$ cat config.mk
export PLATFORM = sky130hd
export DESIGN_NAME = pipelined_adder_flat
export DESIGN_NICKNAME = d
export VERILOG_FILES = /design/src/rtl/pipelined_adder_pkg.sv /design/src/rtl/pipelined_adder_if.sv /design/src/rtl/pipelined_adder_add_slice.sv /design/src/rtl/pipelined_adder.sv /design/src/flat_wrapper.sv
export SDC_FILE = /design/constraint.sdc
export NUM_CORES = 1
export LEC_CHECK = 0
export ABC_AREA = 1
export ABC_CLOCK_PERIOD_IN_PS = 6600
export CORE_MARGIN = 3
export CORE_UTILIZATION = 50
export DETAILED_ROUTE_END_ITERATION = 8
export PLACE_DENSITY = 0.79
export SYNTH_ARGS = -nofsm -noshare
export SYNTH_HDL_FRONTEND = slang
export SYNTH_SLANG_ARGS = --single-unit
$ cat constraint.sdc
create_clock -name clk -period 6.6 [get_ports clk]
set_input_delay 0.99 -clock clk [delete_from_list [all_inputs] [get_ports clk]]
set_output_delay 0.99 -clock clk [all_outputs]
set_load 0.05 [all_outputs]
$ cat src/rtl/pipelined_adder_pkg.sv
// Shared types, defaults and helpers for the pipelined adder/subtractor.
// Imported by the interface and the top level.
package pipelined_adder_pkg;

    localparam int DEF_WIDTH  = 16;
    localparam int DEF_STAGES = 4;

    typedef enum logic {
        OP_ADD = 1'b0,
        OP_SUB = 1'b1
    } op_e;

    // The pipeline may move whenever the output register is empty or being drained.
    function automatic logic hs_advance(input logic out_valid, input logic out_ready);
        return !out_valid || out_ready;
    endfunction

    function automatic bit cfg_ok(input int width, input int stages);
        return (stages >= 1) && (stages <= width) && ((width % stages) == 0);
    endfunction

endpackage

$ cat src/rtl/pipelined_adder_if.sv
// Operand/result valid-ready bundle for the pipelined adder.
// The slave modport is the adder's view; master is the source/consumer view.
interface pipelined_adder_if
    import pipelined_adder_pkg::*;
#(
    parameter int WIDTH = DEF_WIDTH
) ();

    logic             in_valid;
    logic             in_ready;
    logic [WIDTH-1:0] in_a;
    logic [WIDTH-1:0] in_b;
    logic             in_cin;
    logic             in_sub;
    logic             out_valid;
    logic             out_ready;
    logic [WIDTH-1:0] out_sum;
    logic             out_cout;
    logic             out_ovf;

    modport master (
        output in_valid, in_a, in_b, in_cin, in_sub, out_ready,
        input  in_ready, out_valid, out_sum, out_cout, out_ovf
    );

    modport slave (
        input  in_valid, in_a, in_b, in_cin, in_sub, out_ready,
        output in_ready, out_valid, out_sum, out_cout, out_ovf
    );

endinterface

$ cat src/rtl/pipelined_adder_add_slice.sv
// Combinational SLICE-bit ripple adder built from a chain of full-adder cells.
// Also exposes the carry into the slice MSB so the last stage can derive overflow.
module add_slice #(
    parameter int SLICE = 4
) (
    input  logic [SLICE-1:0] a,
    input  logic [SLICE-1:0] b,
    input  logic             cin,
    output logic [SLICE-1:0] s,
    output logic             cout,
    output logic             c_msb_in
);

    logic [SLICE:0] c;

    always_comb begin
        c    = '0;
        s    = '0;
        c[0] = cin;
        for (int i = 0; i < SLICE; i++) begin
            s[i]   = a[i] ^ b[i] ^ c[i];
            c[i+1] = (a[i] & b[i]) | (c[i] & (a[i] ^ b[i]));
        end
    end

    assign cout     = c[SLICE];
    assign c_msb_in = c[SLICE-1];

endmodule

$ cat src/rtl/pipelined_adder.sv
// Pipelined ripple-carry adder/subtractor: one SLICE-bit slice resolves per stage,
// with the carry and the not-yet-used operand bits registered between stages.
module pipelined_adder
    import pipelined_adder_pkg::*;
#(
    parameter int WIDTH  = DEF_WIDTH,
    parameter int STAGES = DEF_STAGES
) (
    input logic              clk,
    input logic              rst_n,
    pipelined_adder_if.slave bus
);

    localparam int SLICE = WIDTH / STAGES;

    if (!cfg_ok(WIDTH, STAGES)) begin : g_cfg_err
        $error("pipelined_adder: WIDTH=%0d must be a multiple of STAGES=%0d", WIDTH, STAGES);
    end

    logic                adv;

    logic [WIDTH-1:0]    a_src [STAGES];
    logic [WIDTH-1:0]    b_src [STAGES];
    logic [STAGES-1:0]   c_src;
    logic [STAGES-1:0]   v_src;

    logic [SLICE-1:0]    s_w [STAGES];
    logic [STAGES-1:0]   cout_w;
    logic [STAGES-1:0]   cmsb_w;

    // a_q words hold finished sum slices below the current stage and raw A above it.
    logic [WIDTH-1:0]    a_q [STAGES];
    logic [WIDTH-1:0]    a_d [STAGES];
    logic [WIDTH-1:0]    b_q [STAGES];
    logic [WIDTH-1:0]    b_d [STAGES];
    logic [STAGES-1:0]   carry_q, carry_d;
    logic [STAGES-1:0]   valid_q, valid_d;
    logic                ovf_q, ovf_d;

    logic                unused_ok;

    assign adv          = hs_advance(valid_q[STAGES-1], bus.out_ready);
    assign bus.in_ready = adv;

    always_comb begin
        a_src[0] = bus.in_a;
        b_src[0] = (op_e'(bus.in_sub) == OP_SUB) ? ~bus.in_b : bus.in_b;
        c_src    = '0;
        v_src    = '0;
        c_src[0] = (op_e'(bus.in_sub) == OP_SUB) ? 1'b1 : bus.in_cin;
        v_src[0] = bus.in_valid;
        for (int k = 1; k < STAGES; k++) begin
            a_src[k] = a_q[k-1];
            b_src[k] = b_q[k-1];
            c_src[k] = carry_q[k-1];
            v_src[k] = valid_q[k-1];
        end
    end

    for (genvar k = 0; k < STAGES; k++) begin : g_stage
        add_slice #(
            .SLICE (SLICE)
        ) u_slice (
            .a        (a_src[k][k*SLICE +: SLICE]),
            .b        (b_src[k][k*SLICE +: SLICE]),
            .cin      (c_src[k]),
            .s        (s_w[k]),
            .cout     (cout_w[k]),
            .c_msb_in (cmsb_w[k])
        );
    end

    // Every stage shifts together, valid or not, so bubbles never block later beats.
    always_comb begin
        a_d     = a_q;
        b_d     = b_q;
        carry_d = carry_q;
        valid_d = valid_q;
        ovf_d   = ovf_q;
        if (adv) begin
            for (int k = 0; k < STAGES; k++) begin
                a_d[k]                  = a_src[k];
                a_d[k][k*SLICE +: SLICE] = s_w[k];
                b_d[k]                  = b_src[k];
                carry_d[k]              = cout_w[k];
                valid_d[k]              = v_src[k];
            end
            ovf_d = cout_w[STAGES-1] ^ cmsb_w[STAGES-1];
        end
    end

    always_ff @(posedge clk or negedge rst_n) begin
        if (!rst_n) begin
            a_q     <= '{default: '0};
            b_q     <= '{default: '0};
            carry_q <= '0;
            valid_q <= '0;
            ovf_q   <= 1'b0;
        end else begin
            a_q     <= a_d;
            b_q     <= b_d;
            carry_q <= carry_d;
            valid_q <= valid_d;
            ovf_q   <= ovf_d;
        end
    end

    assign bus.out_valid = valid_q[STAGES-1];
    assign bus.out_sum   = a_q[STAGES-1];
    assign bus.out_cout  = carry_q[STAGES-1];
    assign bus.out_ovf   = ovf_q;

    // Operand B is fully consumed by the last stage; MSB carries matter only there.
    assign unused_ok = ^{b_q[STAGES-1], cmsb_w};

endmodule
$ cat src/flat_wrapper.sv
// flat-port wrapper written by rule: the top's interface ports become plain ports
module pipelined_adder_flat import pipelined_adder_pkg::*;
#(
    parameter int WIDTH  = DEF_WIDTH,
    parameter int STAGES = DEF_STAGES
)
  (clk, rst_n, bus_in_valid, bus_in_a, bus_in_b, bus_in_cin, bus_in_sub, bus_out_ready, bus_in_ready, bus_out_valid, bus_out_sum, bus_out_cout, bus_out_ovf);
  pipelined_adder_if #(.WIDTH(WIDTH)) bus_i ();
  input logic clk;
  input logic rst_n;
  input wire logic [$bits(bus_i.in_valid)-1:0] bus_in_valid;
  input wire logic [$bits(bus_i.in_a)-1:0] bus_in_a;
  input wire logic [$bits(bus_i.in_b)-1:0] bus_in_b;
  input wire logic [$bits(bus_i.in_cin)-1:0] bus_in_cin;
  input wire logic [$bits(bus_i.in_sub)-1:0] bus_in_sub;
  input wire logic [$bits(bus_i.out_ready)-1:0] bus_out_ready;
  output wire logic [$bits(bus_i.in_ready)-1:0] bus_in_ready;
  output wire logic [$bits(bus_i.out_valid)-1:0] bus_out_valid;
  output wire logic [$bits(bus_i.out_sum)-1:0] bus_out_sum;
  output wire logic [$bits(bus_i.out_cout)-1:0] bus_out_cout;
  output wire logic [$bits(bus_i.out_ovf)-1:0] bus_out_ovf;
  assign bus_i.in_valid = bus_in_valid;
  assign bus_i.in_a = bus_in_a;
  assign bus_i.in_b = bus_in_b;
  assign bus_i.in_cin = bus_in_cin;
  assign bus_i.in_sub = bus_in_sub;
  assign bus_i.out_ready = bus_out_ready;
  assign bus_in_ready = bus_i.in_ready;
  assign bus_out_valid = bus_i.out_valid;
  assign bus_out_sum = bus_i.out_sum;
  assign bus_out_cout = bus_i.out_cout;
  assign bus_out_ovf = bus_i.out_ovf;
  pipelined_adder #(.WIDTH(WIDTH), .STAGES(STAGES)) u_core (.clk(clk), .rst_n(rst_n), .bus(bus_i));
endmodule
==> summary.md, run 1 <==
| Metric | Value |
|---|---|
| CP required | 6800 ps |
| Hold Buf Count CTS | 0 |
| Nets@finish | 565 |
| Starting DRT DRC Count | 221 |
| Cell with the most instances after synthesis | nand2_1 |
| WL per Instance | 11.9 um |
| Vias per cell | 4.64 |
| H-tree depth | 3 |
| Largest net degree at the start of global routing | 98 |
| YS warnings | 0 |
| Fin Setup TNS | 0 ps |
| CP arrival | 3790 ps |
| Total GRT Usage | 16.1% |
| Area leader, netlist | dfrtp_1 |
| Post-CTS setup buffer count | 0 |
| Met2 wire length | 3.61 mm |
| Clk pin slew, worst setup/hold paths | 90 ps |
| Maximum clock frequency | 279 MHz |
| Num Clock Sinks | 97 |
| RePlAce Congestion | 0.755 |
| Share of the synthesized area in the top cell type | 56.0% |
| Final Setup Violations | 0 |
| Static Leak | 0.00255 uW |
| Synth-to-layout area growth | 16.6% |
| Area occupied by multi-input gates | 0.00144 mm2 |
| Mapped Cells | 479 |
| Placed Cells | 605 |
| Fill cells | 709 |
| Total power density per cell area | 469 mW/mm2 |
| Final ANT Viol Nets | 0 |
| Number of global-route vias before repair | 2641 |
| Final min period | 3580 ps |
| Fin crit share | 54.3% |
| Clock buffer depth | 2 |
| Initial antenna violation count | 0 |
| CP max FO | 18 |
| Seq/Total Area, Yosys | 56.0% |
| Die area | 0.00982 mm2 |
| Worst skew pair latency | 350 ps |
| Synth top area cells | dfrtp_1 (56%), nand2_1 (17%), fa_1 (7.4%) |
| Cell row count | 33 |
| Worst slew pin tran | 855 ps |
| Highest metal used | met4 |
| Hpwl dp | 4.93 mm |
| CTS resizes | 0 |
| Share of layout cells above drive strength 1 | 4.46% |
| Crit path launch | bus_in_sub |
| Metal-1 WL | 3.40 mm |
| Die span in y | 99.1 um |
| Max Clock Skew | 8.43 ps |
| Via count | 2882 |
| Root Driver | clkbuf_8 |
| Final global-route overflow total | 0 |
| Min-delay src | u_core.valid_q[2] |
| Synth cell count leaders | nand2_1 (194), dfrtp_1 (97), inv_1 (58) |
| Syn Std Cell Area | 0.00434 mm2 |
| Pre-Repair DR Iteration Count | 4 |
| DRC violations left | 0 |
| RR Startpoint | u_core.carry_q[2] |
| Core ar. | 0.00830 mm2 |
| Register area | 0.00243 mm2 |
| CP Launch Type | input port |
| VDD IR max | 165 uV |
| TritonCTS Buffers | 9 |
| RSZ-0062 raised after global routing | false |
| CP Capture Type | register |
| IO Pins | 58 |
| Post-synth cell types | 15 |
| I/O Buffers | 57 |
| Post-Syn Area per Cell | 9.05 um2 |
| Overall power | 2370 uW |
| Initial Util | 52.2% |
| Slew headroom | 43.0% |
| Final hold violation count | 0 |
| Met3 wire length | 265 um |
| Syn Nets | 533 |
| Die X | 99.1 um |
| Max-cap violation count | 0 |
| Ys flop type | dfrtp_1 |
| Non-filler cells, final | 621 |
| Status | finished clean |
| Async set-reset flop share out of synthesis | 100% |
| First-pass GRT wire length | 12.5 mm |
| Hold Crit Class | register to register |
| Seq cells post-synth | 97 |
| CTS tree | built |
| WS Path Type | input port to register |
| Detailed Route WL | 7.38 mm |
| ANT cells | 0 |
| Pins Over Slew Limit | 0 |
| Number of synthesized flops with an enable pin | 0 |
-- registers in the layout (all words and copies together) (netlist names) --
register	count
u_core.carry_q	4
u_core.valid_q	4
u_core.a_q	48
u_core.bus.out_sum	16
u_core.b_q	24
u_core.bus.out_ovf	1
-- final timing paths --
check,endpoint,cells after the start,slack (ps)
setup / recovery,u_core.a_q[51],11,3020
hold / removal,u_core.valid_q[3],2,450
setup reg to reg,u_core.bus.out_sum[15],8,4200
hold reg to reg,u_core.valid_q[3],2,450
max in group asynchronous,u_core.carry_q[1],2,4920
min in group asynchronous,u_core.bus.out_sum[13],1,590
-- logic make-up (layout without fill, tap and decap cells) --
| logic type | count (synthesis) | in the layout | synth area share [%] |
|---|---|---|---|
| AND/OR/NAND/NOR | 210 | 210 | 18.8 |
| buffers and inverters | 98 | 135 | 10.8 |
| flip-flops | 97 | 97 | 56.0 |
| AO/OA/AOI/OAI | 54 | 54 | 6.23 |
| adder cells (fa/ha/maj) | 16 | 16 | 7.39 |
| XOR/XNOR | 4 | 4 | 0.808 |
-- cell usage in the layout, fill, tap and decap left out, types with 2 or more instances in the layout --
cell type,netlist,layout
clkbuf_8,0,9
buf_4,23,4
inv_1,58,58
clkdlybuf4s50_1,0,56
dfrtp_1,97,97
xor2_1,2,2
clkinvlp_4,0,2
nand2_1,194,194
xnor2_1,2,2
o21ai_0,54,54
nand3_1,13,13
bufinv_16,0,3
fa_1,16,16
-- routing by layer --
metal / GRT usage (%) / up-vias
met5: 0 / -
met4: 7.25 / 0
met3: 2.52 / 6
met2: 25.3 / 56
met1: 22.3 / 1333
li1: - / 1487
-- power breakdown --
group	switching (uW)	internal, uW
clock	200	251
combinational	606	329
sequential	128	857
-- through the flow --
stage	cell area [um2]	worst slack, ps	utilization [%]	hold slack (ps)
6_report	5050	3020	60.9	454
4_1_cts	5050	3010	60.9	459
2_1_floorplan	4340	3440	-	420
3_5_place_dp	4810	2620	58.0	436
5_1_grt	5050	2810	60.9	499
3_3_place_gp	4810	2760	58.0	436
-- worst max-delay path: stages --
cell and delay [ps]:
clkdlybuf4s50_1 880, xnor2_1 200, fa_1 410, inv_1 90, fa_1 170, inv_1 50, fa_1 360, inv_1 80
fa_1 400, nand2_1 70, o21ai_0 80
-- layout make-up --
| type | count | area share, % |
|---|---|---|
| clock buffers | 9 | 2.45 |
| multi-input cells | 284 | 28.5 |
| well taps | 105 | 2.60 |
| clock inverters | 7 | 2.35 |
| flip-flops and latches | 97 | 48.0 |
| repair buffers | 60 | 11.7 |
| inverters | 59 | 4.38 |
Power figures use the tool's default switching activity.
==> inputs of run 2 (changes only) <==
- ABC_CLOCK_PERIOD_IN_PS: 6600 -> 3320
- clock period: 6.6 -> 3.32 ns (I/O delays scaled with it)
==> run 2 against run 1 <==
Effect of this change: count of clock-buffer cells in the layout rose by 2; sequential cell count did not move; clock power rose by 99%; die area did not move; worst hold slack got worse by 400 ps; core utilization rose by 0.50 points; first-iteration DRC count fell by 21%; wire length rose by 1.6%; power rose by 100%; critical endpoint unchanged; highest routed layer unchanged.
==> summary.md, run 2 (synthesis gave the netlist of run 1 again) <==
| Metric | Value |
|---|---|
| Slew headroom | 61.1% |
| Clock buffer depth | 2 |
| R2R Setup Slk | 920 ps |
| Fin Setup TNS | 0 ps |
| Final global-route overflow total | 0 |
| TritonCTS Buffers | 9 |
| Status | finished clean |
| Via count | 2984 |
| Reg2reg path depth | 8 |
| Total power density per cell area | 933 mW/mm2 |
| Total GRT Usage | 16.8% |
| VDD IR max | 336 uV |
| Vias per cell | 4.77 |
| Initial antenna violation count | 0 |
| CTS tree | built |
| Static Leak | 0.00257 uW |
| Maximum clock frequency | 358 MHz |
| Placed inst area | 0.00485 mm2 |
| Final Setup Violations | 0 |
| Die span in y | 99.1 um |
| RePlAce Congestion | 0.783 |
| Detailed Route WL | 7.50 mm |
| Largest net degree at the start of global routing | 66 |
| Synth-to-layout area growth | 17.5% |
| ANT cells | 0 |
| H-tree depth | 3 |
| Num Clock Sinks | 97 |
| Final worst slack | 528 ps |
| Initial Util | 52.2% |
| Share of layout cells above drive strength 1 | 5.19% |
| Root Driver | clkbuf_8 |
| I/O Buffers | 57 |
| Die X | 99.1 um |
| Die area | 0.00982 mm2 |
| Nets@finish | 569 |
| Post-Place Worst Slack | 153 ps |
| Pins Over Slew Limit | 0 |
| Non-filler cells, final | 625 |
| Pre-Repair DR Iteration Count | 4 |
| Final min period | 2790 ps |
| Most frequent cells in the layout | nand2_1 (194), dfrtp_1 (97), inv_1 (58), clkdlybuf4s50_1 (55), o21ai_0 (54) |
| Cell row count | 33 |
| DRC violations left | 0 |
| Largest register by flop count | u_core.a_q |
| Worst slew pin tran | 584 ps |
| Placed Cells | 609 |
| First-pass GRT wire length | 13.2 mm |
| FF-to-FF End | u_core.bus.out_sum[15] |
| Worst skew pair latency | 360 ps |
| Number of global-route vias before repair | 2929 |
| CP max FO | 7 |
| IO Pins | 58 |
| Most common cell after layout, fill and taps aside | nand2_1 |
| Max FFs per register | 48 |
| Hold Crit Class | input port to async pin |
| WS Path Type | input port to register |
| Max-cap violation count | 0 |
| Cell area after layout | 0.00509 mm2 |
| CTS resizes | 0 |
| CP arrival | 3010 ps |
| Hold slack | 52.5 ps |
| Post-CTS setup buffer count | 0 |
| Core ar. | 0.00830 mm2 |
| Hold Buf Count CTS | 0 |
| Clk pin slew, worst setup/hold paths | 90 ps |
| RSZ-0062 raised after global routing | false |
| Final hold violation count | 0 |
| Fin crit share | 84.1% |
| Final ANT Viol Nets | 0 |
| Max Clock Skew | 9.43 ps |
| CP Launch Type | input port |
| Starting DRT DRC Count | 175 |
| Hpwl dp | 5.26 mm |
| CP Capture Type | register |
| WL per Instance | 12.0 um |
| RR Startpoint | u_core.carry_q[2] |
| CP required | 3540 ps |
-- run 2: cell types whose count changed in the layout (fill, tap and decap cells not counted), sizes merged --
cell / delta
clkdlybuf4s50: -1
buf: +5
clkinv: -1
clkinvlp: -1
clkbuf: +2
-- run 2: how the worst max path moves through the flow --
stage / startpoint / end / slack (ps) / cells after the start
final: bus_in_sub / u_core.a_q[51] / 530 / 11
after global routing: bus_in_sub / u_core.a_q[51] / 380 / 11
after CTS: bus_in_sub / u_core.a_q[51] / 520 / 11
after detailed placement: bus_in_sub / u_core.a_q[51] / 150 / 11
after global placement: bus_in_sub / u_core.a_q[51] / 220 / 11
after floorplan: bus_in_sub / u_core.a_q[51] / 660 / 12
-- run 2: area by class of cell --
type	count	area, um2
clock buffers	11	141
multi-input cells	284	1440
well taps	105	131
clock inverters	5	103
fillers	709	3200
inverters	59	221
flip-flops and latches	97	2430
repair buffers	64	631
-- run 2: metrics by stage --
step,total power (uW),util (%)
finish,4750,61.4
global route,5140,61.4
CTS,4800,61.4
detailed placement,3890,58.5
global placement,3780,58.5
floorplan,3410,-
-- run 2: where the power goes --
| part | internal, uW | switching, uW |
|---|---|---|
| logic | 667 | 1230 |
| registers | 1700 | 255 |
| clock network | 520 | 381 |
| total | 2890 | 1860 |
-- run 2: per-layer routing --
layer	track usage (%)	wire length, um
met1	22.3	3410
met2	27.2	3670
met3	3.16	267
met4	7.04	148
met5	0	0
-- run 2: critical path, cell delays in order --
cell	delay (ps)
clkdlybuf4s50_1	700
xnor2_1	160
fa_1	400
inv_1	80
fa_1	160
inv_1	50
fa_1	350
inv_1	70
fa_1	400
nand2_1	70
o21ai_0	80
==> inputs of run 3 (changes only) <==
- ABC_CLOCK_PERIOD_IN_PS: 3320 -> 2420
- CORE_UTILIZATION: 50 -> 49
- PLACE_DENSITY: 0.79 -> 0.8
- clock period: 3.32 -> 2.42 ns (I/O delays scaled with it)
==> run 3 against run 2 <==
Effect of this change: the run now ends with negative hold slack left; sequential share of layout area decreased by 0.70 points; sequential cell count unchanged; setup slack got worse by 390 ps; critical endpoint is now u_core.bus.out_sum[15]; largest cell class unchanged; critical path depth fell by 3.
==> summary.md, run 3 (synthesis gave the netlist of run 1 again) <==
| Metric | Value |
|---|---|
| Clock buffer depth | 2 |
| Max Clock Skew | 10.2 ps |
| Detailed Route WL | 7.52 mm |
| Static Leak | 0.00262 uW |
| Number of global-route vias before repair | 2961 |
| Nets@finish | 573 |
| Starting DRT DRC Count | 195 |
| Crit-path cells | fa_1, inv_1, fa_1, inv_1, fa_2, inv_2, fa_1, o21ai_0 |
| Status | complete, but fails checks |
| Violated checks | negative hold slack |
| Cell area after layout | 0.00517 mm2 |
| CP most frequent cell | fa_1 |
| WL per Instance | 12.0 um |
| Slowest stage delay, CP | 420 ps |
| Cell row count | 33 |
| Final global-route overflow total | 0 |
| CP required | 2700 ps |
| Core ar. | 0.00842 mm2 |
| Pre-Repair DR Iteration Count | 4 |
| RSZ-0062 raised after global routing | false |
| Hold slack | -8.84 ps |
| Most common cell after layout, fill and taps aside | nand2_1 |
| Share of layout cells above drive strength 1 | 7.82% |
| Worst slew pin tran | 547 ps |
| Die area | 0.0100 mm2 |
| I/O Buffers | 57 |
| TritonCTS Buffers | 9 |
| Pins Over Slew Limit | 0 |
| Final Setup Violations | 0 |
| Slew headroom | 63.5% |
| Hpwl dp | 5.21 mm |
| Fin Setup TNS | 0 ps |
| Max-cap violation count | 0 |
| Root Driver | clkbuf_8 |
| R2R Setup Slk | 140 ps |
| Final ANT Viol Nets | 0 |
| Overall power | 6510 uW |
| Crit path launch | u_core.carry_q[2] |
| First-pass GRT wire length | 13.5 mm |
| Fin crit share | 94.2% |
| WS Path Type | register to register |
| Die span in y | 100 um |
| Final hold violation count | 21 |
| CTS tree | built |
| ANT cells | 0 |
| Placed inst area | 0.00492 mm2 |
| Final min period | 2280 ps |
| Max FFs per register | 48 |
| CP Capture Type | register |
| IO Pins | 58 |
| Worst skew pair latency | 350 ps |
| CP Launch Type | register |
| Num Clock Sinks | 97 |
| Most frequent cells in the layout | nand2_1 (194), dfrtp_1 (97), inv_1 (54), clkdlybuf4s50_1 (53), o21ai_0 (51) |
| Die X | 100 um |
| Total power density per cell area | 1260 mW/mm2 |
| Largest net degree at the start of global routing | 72 |
| Via count | 2937 |
| DRC violations left | 0 |
| Largest register by flop count | u_core.a_q |
| Area occupied by multi-input gates | 0.00147 mm2 |
| Worst path slowest cell | fa_1 |
| Total GRT Usage | 16.8% |
| RR Startpoint | u_core.carry_q[2] |
| H-tree depth | 3 |
| CP arrival | 2560 ps |
| RePlAce Congestion | 0.757 |
| Hold Crit Class | input port to async pin |
| Initial Util | 51.5% |
| VDD IR max | 430 uV |
| Vias per cell | 4.67 |
| Maximum clock frequency | 438 MHz |
| Synth-to-layout area growth | 19.3% |
| Register area | 0.00243 mm2 |
| Fill cells | 713 |
| Clk pin slew, worst setup/hold paths | 100 ps |
| Initial antenna violation count | 0 |
| CP max FO | 2 |
## run 3: final timing paths
check | to | depth (start not counted)
max in group asynchronous | u_core.a_q[47] | 2
worst min-delay path | u_core.b_q[47] | 1
worst max register to register | u_core.bus.out_sum[15] | 8
worst min register to register | u_core.valid_q[3] | 2
min in group clk | u_core.valid_q[3] | 2
worst max-delay path | u_core.bus.out_sum[15] | 8
## run 3: worst max-delay path: cells and delay by family, from the launching register on
family | cells | cell delay [ps]
compound gates | 1 | 170
fa+ha+maj | 4 | 1380
buf+inv | 3 | 230
flops | 1 | 410
## run 3: area by class of cell
cell class	count	share of cell area (%)
clock buffer	10	2.66
clock inverter	6	1.74
inverter	59	4.28
multi-input combinational	284	28.4
sequential	97	46.9
tap	105	2.54
timing repair buffer	68	13.4
## run 3: per-stage QoR
stage	worst slack, ps	std cells	utilization [%]
floorplan	8.25	479	-
global placement	-355	612	58.4
detailed placement	-407	612	58.4
CTS	10.7	628	61.2
global route	5.30	629	61.4
finish	139	629	61.4
## run 3: what timing repair did
item,in CTS,in global routing
pin swaps,2,5
endpoints found under the setup margin,1,4
buffers inserted,0,1
gates cloned,0,0
gates resized for setup,1,11
hold endpoints to repair,0,0
hold buffers,0,0
## run 3: metal layers
metal	wire, um	global-route usage, %	part of all wire [%]
met1	3530	24.1	47
met2	3530	26.0	47
met3	325	2.36	4.3
met4	136	7.25	1.8
met5	0	0	0
## run 3: power breakdown
group          total (uW)  switching (uW)  internal, uW
logic                2660            1690           968
registers            2690             352          2340
clock network        1160             547           614
total                6510            2590          3920
